--- src/rtl/decode_stage.sv ---
// RV32I/M instruction-decode stage: combinational decode on the input side,
// registered into a two-entry skid buffer (main + skid) feeding execute.
module decode_stage #(
  parameter int XLEN     = 32,
  parameter bit EN_MEXT  = 1'b1,
  parameter bit EN_FENCE = 1'b0
) (
  input  logic            CLK,
  input  logic            RST,
  input  logic            FLUSH,
  input  logic            IN_VALID,
  output logic            IN_READY,
  input  logic [31:0]     IN_INS,
  input  logic [XLEN-1:0] IN_PC,
  output logic            OUT_VALID,
  input  logic            OUT_READY,
  output logic [XLEN-1:0] OUT_PC,
  output logic [31:0]     OUT_INS,
  output logic [XLEN-1:0] OUT_IMM,
  output logic [2:0]      CS_TYPE,
  output logic            CS_JUMP,
  output logic            CS_JUMPR,
  output logic            CS_BRANCH,
  output logic [4:0]      CS_ALUOP,
  output logic            CS_ALUSRC1,
  output logic            CS_ALUSRC2,
  output logic            CS_MEMRD,
  output logic            CS_MEMWRT,
  output logic [2:0]      CS_MEMSZ,
  output logic            CS_M2R,
  output logic            CS_WRTSRC,
  output logic            CS_REGWRT,
  output logic            CS_ILLEGAL
);

  localparam logic [2:0] TYPE_R = 3'd0;
  localparam logic [2:0] TYPE_I = 3'd1;
  localparam logic [2:0] TYPE_S = 3'd2;
  localparam logic [2:0] TYPE_B = 3'd3;
  localparam logic [2:0] TYPE_U = 3'd4;
  localparam logic [2:0] TYPE_J = 3'd5;

  localparam logic [3:0] ALU_ADD   = 4'd0;
  localparam logic [3:0] ALU_SUB   = 4'd1;
  localparam logic [3:0] ALU_SLL   = 4'd2;
  localparam logic [3:0] ALU_SLT   = 4'd3;
  localparam logic [3:0] ALU_SLTU  = 4'd4;
  localparam logic [3:0] ALU_XOR   = 4'd5;
  localparam logic [3:0] ALU_SRL   = 4'd6;
  localparam logic [3:0] ALU_SRA   = 4'd7;
  localparam logic [3:0] ALU_OR    = 4'd8;
  localparam logic [3:0] ALU_AND   = 4'd9;
  localparam logic [3:0] ALU_PASSB = 4'd10;

  localparam logic [6:0] OP_LUI    = 7'b0110111;
  localparam logic [6:0] OP_AUIPC  = 7'b0010111;
  localparam logic [6:0] OP_JAL    = 7'b1101111;
  localparam logic [6:0] OP_JALR   = 7'b1100111;
  localparam logic [6:0] OP_BRANCH = 7'b1100011;
  localparam logic [6:0] OP_LOAD   = 7'b0000011;
  localparam logic [6:0] OP_STORE  = 7'b0100011;
  localparam logic [6:0] OP_IMM    = 7'b0010011;
  localparam logic [6:0] OP_REG    = 7'b0110011;
  localparam logic [6:0] OP_FENCE  = 7'b0001111;

  localparam logic [6:0] F7_BASE = 7'b0000000;
  localparam logic [6:0] F7_ALT  = 7'b0100000;
  localparam logic [6:0] F7_MEXT = 7'b0000001;

  typedef struct packed {
    logic [XLEN-1:0] pc;
    logic [31:0]     ins;
    logic [XLEN-1:0] imm;
    logic [2:0]      typ;
    logic            jump;
    logic            jumpr;
    logic            branch;
    logic [4:0]      aluop;
    logic            src1;
    logic            src2;
    logic            memrd;
    logic            memwrt;
    logic [2:0]      memsz;
    logic            m2r;
    logic            wrtsrc;
    logic            regwrt;
    logic            illegal;
  } bundle_t;

  function automatic logic [XLEN-1:0] sext32(input logic [31:0] v);
    logic signed [31:0] sv;
    sv = v;
    return XLEN'(sv);
  endfunction

  function automatic logic [3:0] alu_base(input logic [2:0] f3);
    case (f3)
      3'b000:  return ALU_ADD;
      3'b001:  return ALU_SLL;
      3'b010:  return ALU_SLT;
      3'b011:  return ALU_SLTU;
      3'b100:  return ALU_XOR;
      3'b101:  return ALU_SRL;
      3'b110:  return ALU_OR;
      default: return ALU_AND;
    endcase
  endfunction

  logic [6:0]      w_opcode;
  logic [2:0]      w_f3;
  logic [6:0]      w_f7;
  logic [4:0]      w_rd;
  logic [XLEN-1:0] w_imm_i;
  logic [XLEN-1:0] w_imm_s;
  logic [XLEN-1:0] w_imm_b;
  logic [XLEN-1:0] w_imm_u;
  logic [XLEN-1:0] w_imm_j;
  bundle_t         w_dec_p0;
  logic            w_accept;

  assign w_opcode = IN_INS[6:0];
  assign w_f3     = IN_INS[14:12];
  assign w_f7     = IN_INS[31:25];
  assign w_rd     = IN_INS[11:7];
  assign w_imm_i  = sext32({{20{IN_INS[31]}}, IN_INS[31:20]});
  assign w_imm_s  = sext32({{20{IN_INS[31]}}, IN_INS[31:25], IN_INS[11:7]});
  assign w_imm_b  = sext32({{19{IN_INS[31]}}, IN_INS[31], IN_INS[7], IN_INS[30:25],
                            IN_INS[11:8], 1'b0});
  assign w_imm_u  = sext32({IN_INS[31:12], 12'b0});
  assign w_imm_j  = sext32({{11{IN_INS[31]}}, IN_INS[31], IN_INS[19:12], IN_INS[20],
                            IN_INS[30:21], 1'b0});

  // Stage p0: decode of the instruction presented at the input
  always_comb begin
    bundle_t d;
    logic    ill;
    d   = '0;
    ill = 1'b0;
    case (w_opcode)
      OP_LUI: begin
        d.typ = TYPE_U; d.aluop = {1'b0, ALU_PASSB};
        d.src2 = 1'b1; d.wrtsrc = 1'b1; d.regwrt = 1'b1;
      end
      OP_AUIPC: begin
        d.typ = TYPE_U; d.aluop = {1'b0, ALU_ADD};
        d.src1 = 1'b1; d.src2 = 1'b1; d.wrtsrc = 1'b1; d.regwrt = 1'b1;
      end
      OP_JAL: begin
        d.typ = TYPE_J; d.jump = 1'b1; d.aluop = {1'b0, ALU_ADD};
        d.src1 = 1'b1; d.src2 = 1'b1; d.regwrt = 1'b1;
      end
      OP_JALR: begin
        if (w_f3 != 3'b000) ill = 1'b1;
        d.typ = TYPE_I; d.jumpr = 1'b1; d.aluop = {1'b0, ALU_ADD};
        d.src2 = 1'b1; d.regwrt = 1'b1;
      end
      OP_BRANCH: begin
        d.typ = TYPE_B; d.branch = 1'b1;
        case (w_f3)
          3'b000, 3'b001: d.aluop = {1'b0, ALU_SUB};
          3'b100, 3'b101: d.aluop = {1'b0, ALU_SLT};
          3'b110, 3'b111: d.aluop = {1'b0, ALU_SLTU};
          default:        ill = 1'b1;
        endcase
      end
      OP_LOAD: begin
        if (w_f3 == 3'b011 || w_f3 == 3'b110 || w_f3 == 3'b111) ill = 1'b1;
        d.typ = TYPE_I; d.memrd = 1'b1; d.m2r = 1'b1; d.memsz = w_f3;
        d.aluop = {1'b0, ALU_ADD}; d.src2 = 1'b1; d.wrtsrc = 1'b1; d.regwrt = 1'b1;
      end
      OP_STORE: begin
        if (w_f3[2] || w_f3 == 3'b011) ill = 1'b1;
        d.typ = TYPE_S; d.memwrt = 1'b1; d.memsz = w_f3;
        d.aluop = {1'b0, ALU_ADD}; d.src2 = 1'b1;
      end
      OP_IMM: begin
        d.typ = TYPE_I; d.src2 = 1'b1; d.wrtsrc = 1'b1; d.regwrt = 1'b1;
        d.aluop = {1'b0, alu_base(w_f3)};
        // Shift-immediates reuse imm[11:5] as a funct7 qualifier
        if (w_f3 == 3'b001 && w_f7 != F7_BASE) ill = 1'b1;
        if (w_f3 == 3'b101) begin
          if (w_f7 == F7_ALT)       d.aluop = {1'b0, ALU_SRA};
          else if (w_f7 != F7_BASE) ill = 1'b1;
        end
      end
      OP_REG: begin
        d.typ = TYPE_R; d.wrtsrc = 1'b1; d.regwrt = 1'b1;
        if (w_f7 == F7_BASE) begin
          d.aluop = {1'b0, alu_base(w_f3)};
        end else if (w_f7 == F7_ALT) begin
          if (w_f3 == 3'b000)      d.aluop = {1'b0, ALU_SUB};
          else if (w_f3 == 3'b101) d.aluop = {1'b0, ALU_SRA};
          else                     ill = 1'b1;
        end else if (w_f7 == F7_MEXT && EN_MEXT) begin
          d.aluop = {2'b10, w_f3};
        end else begin
          ill = 1'b1;
        end
      end
      OP_FENCE: begin
        if (!EN_FENCE) ill = 1'b1;
      end
      default: ill = 1'b1;
    endcase

    case (d.typ)
      TYPE_I:  d.imm = w_imm_i;
      TYPE_S:  d.imm = w_imm_s;
      TYPE_B:  d.imm = w_imm_b;
      TYPE_U:  d.imm = w_imm_u;
      TYPE_J:  d.imm = w_imm_j;
      default: d.imm = '0;
    endcase
    d.regwrt = d.regwrt & (w_rd != 5'd0);

    if (ill) begin
      d         = '0;
      d.illegal = 1'b1;
    end
    d.pc     = IN_PC;
    d.ins    = IN_INS;
    w_dec_p0 = d;
  end

  bundle_t r_main_p1;
  bundle_t r_skid_p1;
  logic    r_vld_p1;
  logic    r_skid_vld_p1;

  assign IN_READY = !r_skid_vld_p1 && !RST;
  assign w_accept = IN_VALID && IN_READY;

  // Stage p1: main/skid registers; main always drives the outputs
  always_ff @(posedge CLK) begin
    if (RST) begin
      r_vld_p1      <= 1'b0;
      r_skid_vld_p1 <= 1'b0;
      r_main_p1     <= '0;
    end else if (FLUSH) begin
      r_vld_p1      <= 1'b0;
      r_skid_vld_p1 <= 1'b0;
    end else if (!r_vld_p1 || OUT_READY) begin
      if (r_skid_vld_p1) begin
        r_main_p1     <= r_skid_p1;
        r_vld_p1      <= 1'b1;
        r_skid_vld_p1 <= w_accept;
        if (w_accept) r_skid_p1 <= w_dec_p0;
      end else begin
        r_vld_p1 <= w_accept;
        if (w_accept) r_main_p1 <= w_dec_p0;
      end
    end else if (w_accept) begin
      r_skid_p1     <= w_dec_p0;
      r_skid_vld_p1 <= 1'b1;
    end
  end

  assign OUT_VALID  = r_vld_p1;
  assign OUT_PC     = r_main_p1.pc;
  assign OUT_INS    = r_main_p1.ins;
  assign OUT_IMM    = r_main_p1.imm;
  assign CS_TYPE    = r_main_p1.typ;
  assign CS_JUMP    = r_main_p1.jump;
  assign CS_JUMPR   = r_main_p1.jumpr;
  assign CS_BRANCH  = r_main_p1.branch;
  assign CS_ALUOP   = r_main_p1.aluop;
  assign CS_ALUSRC1 = r_main_p1.src1;
  assign CS_ALUSRC2 = r_main_p1.src2;
  assign CS_MEMRD   = r_main_p1.memrd;
  assign CS_MEMWRT  = r_main_p1.memwrt;
  assign CS_MEMSZ   = r_main_p1.memsz;
  assign CS_M2R     = r_main_p1.m2r;
  assign CS_WRTSRC  = r_main_p1.wrtsrc;
  assign CS_REGWRT  = r_main_p1.regwrt;
  assign CS_ILLEGAL = r_main_p1.illegal;

endmodule
--- config.mk ---
export PLATFORM = sky130hd
export DESIGN_NAME = decode_stage
export DESIGN_NICKNAME = d
export VERILOG_FILES = /design/src/rtl/decode_stage.sv
export SDC_FILE = /design/constraint.sdc
export NUM_CORES = 1
export LEC_CHECK = 0
export CAP_MARGIN = 40
export CORE_ASPECT_RATIO = 0.9
export CORE_UTILIZATION = 35
export DETAILED_ROUTE_END_ITERATION = 8
export GPL_TIMING_DRIVEN = 0
export PLACE_DENSITY = 0.57
export SLEW_MARGIN = 20
export SYNTH_ARGS = -nofsm -noshare
export SYNTH_HDL_FRONTEND = slang
export SYNTH_SLANG_ARGS = --single-unit
--- constraint.sdc ---
create_clock -name CLK -period 14.85 [get_ports CLK]
set_input_delay 1.485 -clock CLK [delete_from_list [all_inputs] [get_ports CLK]]
set_output_delay 1.485 -clock CLK [all_outputs]
set_load 0.005 [all_outputs]
==> reports/qor.yml <==
global_routing:
  antenna_found_initial: 0
  grt_max_degree: 13
  grt_pass1_vias: 7925
  global_route.usage.total_pct: 21.5
  grt_pass1_wl_um: 48500
  grt.overflow.total: 0
worst_setup_path:
  worst-path-buf-inv: 2
  start_kind: "primary input"
  crit_arrival_ns: 2.77
  rr_worst_depth: 12
  cp.required_ns: 13.36
  path_max_fanout: 7
  crit_family: "buffers and inverters"
  critPathSlowestCell: "clkdlybuf4s50_1"
  path_cells: "clkbuf_1 -> nor2_1 -> clkdlybuf4s50_1"
  cp-end-kind: "output port"
  critPathKind: "primary input to output port"
  reg2reg_setup_slack_ns: 11.14
  rr_endpoint: "r_skid_p1[70]"
  reg2reg_from: "r_skid_vld_p1"
  max_stage_delay_ns: 0.63
synth:
  netlist_instances: 924
  synth_top_area_share_pct: 35.2
  synth_fp_nets: 993
  yosys_warnings: 0
  ys_seq_area_share_pct: 59.1
  synth_edf_count: 117
  synthTopCellsByArea: "edfxtp_1, dfxtp_1, mux2i_1"
  synth_largest_area_cell: "edfxtp_1"
  synth_seq_cells: 236
  synth_flop_cell: "dfxtp_1"
  postSynth.asyncResetShare_pct: 0
  avgSynthCellArea_um2: 10.8
  ys_types: 64
  synthesis.area_mm2: 0.00998
place:
  port_buffers: 187
  dp_hpwl_um: 23400
  place_congestion: 0.900
finish:
  area_delta_synth_final_pct: 33.4
  drive_above_1_share_pct: 6.76
  antenna_cells: 0
  utilization_pct: 47.5
  finalNetCount: 1233
pwr:
  p_total_mw: 1.50
  ir_drop_mv: 0.0721
  p_leak_nw: 4.42
  powerDensity_mw_per_mm2: 112
routing:
  drt_pass1_iterations: 5
  post_drt_wl_per_cell_um: 20.6
  via_per_inst: 5.32
  routed_wl_um: 31800
  drtIter0Drc: 667
  drcViolationCount: 0
  num_vias: 8209
  ant_nets: 0
sta:
  setup_viol: 0
  max_freq_mhz: 235
  slew_violations: 0
  fin_tns_setup_ns: 0
  rsz0062_at_grt: "false"
  finalHoldViolations: 0
  hold_slack_ns: 0.463
  fin_crit_sh_pct: 28.6
  finalClockSkew_ns: 0.00699
  maxSlewHeadroom_pct: 43.8
  worst_slew_pin_slew_ns: 0.843
  period_needed_ns: 4.25
cts:
  clkTransAtPathRegs_ns: 0.06
  cts_resized: 0
  cts.sinks: 236
  cts-root-buf: "clkbuf_16"
  cts_tree: "done"
  cts_hold_buf: 0
  clk_path_buf_depth: 3
  postCtsSetupBuffers: 0
  clock_latency_ns: 0.53
  numCtsBuffers: 27
  h-tree-depth: 1
hold_path:
  worstHoldStart: "OUT_IMM[6]"
  min_path_type: "flip-flop to flip-flop"
  hold_depth: 1
  hold_path_end: "OUT_IMM[6]"
outcome:
  status: "finished, final reports clean"
floorplanning:
  ios: 189
  dieArea_mm2: 0.0292
  fp.dieW_um: 180
  start_util_pct: 35.6
  die_h_um: 162
  num_rows: 58
  core_mm2: 0.0280
run:
  cap_violations: 0
registers in the layout (all words and copies together), names as in the netlist:
name	count
CS_ALUOP	5
CS_ALUSRC1	1
CS_ALUSRC2	1
CS_BRANCH	1
CS_ILLEGAL	1
CS_JUMP	1
CS_JUMPR	1
CS_MEMRD	1
CS_MEMSZ	3
CS_MEMWRT	1
CS_REGWRT	1
CS_TYPE	3
CS_WRTSRC	1
OUT_IMM	32
OUT_INS	32
OUT_PC	32
OUT_VALID	1
r_skid_p1	117
r_skid_vld_p1	1
power by group:
group | switching, mW | internal [mW]
Combinational | 0.0714 | 0.0690
Sequential | 0.00921 | 0.697
Clock | 0.258 | 0.390
cell families (layout without fill, tap and decap cells):
group                     Yosys count  after routing  synth area share, %
AOI/OAI and AO/OA                 239            239                 17.1
xor gates and xnor gates            2              2                0.176
buffers and inverters             113            373                 4.45
DFF                               236            236                 59.1
muxes                              66             66                 6.62
and+or+nand+nor                   268            268                 12.6
cells in the mapped netlist, drive strengths merged, types with 3 or more instances:
master,count
nor2,140
dfxtp,119
edfxtp,117
a211oi,70
mux2i,66
clkbuf,64
a21oi,53
nand2,32
inv,30
a31oi,27
o311a,24
nor3,20
buf,18
o22ai,15
nor2b,12
nand3,11
and2,8
and3,8
o21ai,8
a22oi,7
o31a,7
nand2b,6
o21a,6
nand4,4
or2,4
nand3b,3
nand4b,3
o211ai,3
or3,3
worst register-to-register path, delay by kind of cell (launching register included):
family,cells,cell delay [ns]
buf+inv,10,2.49
simple gates,2,0.64
flops,1,0.29
placed cells by master (no fill, tap or decap), drive strengths merged, types with 3 or more instances in the layout:
cell | Yosys | final
clkdlybuf4s50 | 0 | 187
nor2 | 140 | 140
dfxtp | 119 | 119
edfxtp | 117 | 117
clkbuf | 64 | 106
a211oi | 70 | 70
mux2i | 66 | 66
a21oi | 53 | 53
buf | 18 | 42
nand2 | 32 | 32
inv | 30 | 30
a31oi | 27 | 27
o311a | 24 | 24
nor3 | 20 | 20
o22ai | 15 | 15
nor2b | 12 | 12
nand3 | 11 | 11
o21ai | 8 | 8
and2 | 8 | 8
and3 | 8 | 8
o31a | 7 | 7
a22oi | 7 | 7
o21a | 6 | 6
nand2b | 6 | 6
clkinv | 1 | 6
nand4 | 4 | 4
or2 | 4 | 4
nand4b | 3 | 3
or3 | 3 | 3
o211ai | 3 | 3
nand3b | 3 | 3
metrics by stage:
step | area, µm² | setup slack (ns) | cells
after floorplan | 9980 | 1.00 | 924
after global placement | 12300 | -5.83 | 1471
after detailed placement | 12400 | 10.45 | 1494
after CTS | 13300 | 10.60 | 1543
after global routing | 13300 | 10.49 | 1544
final | 13300 | 10.60 | 1544
cell type report:
type | count | area, µm²
buffer | 82 | 328
clock inverter | 7 | 82.6
inverter | 31 | 116
fill | 2630 | 14700
multi-input combinational | 575 | 3650
clock buffer | 42 | 773
sequential | 236 | 5900
tap | 360 | 450
timing repair buffer | 211 | 2020
layer usage:
layer	GRT usage, %	wire, µm	vias up
met1	32.0	15400	3965
met5	0	0	-
li1	-	-	3909
met4	5.25	638	0
met3	3.48	1830	43
met2	32.3	13900	292
worst max path at each step:
stage / slack, ns / endpoint / cells after the start / startpoint
floorplan: 1.00 / r_skid_p1[0] / 3 / RST
global placement: -5.83 / r_skid_p1[70] / 3 / RST
detailed placement: 10.45 / r_skid_p1[31] / 9 / IN_INS[5]
CTS: 10.60 / IN_READY / 3 / RST
global route: 10.49 / IN_READY / 3 / RST
finish: 10.60 / IN_READY / 3 / RST
No activity file was read; power rests on OpenSTA's default activity.
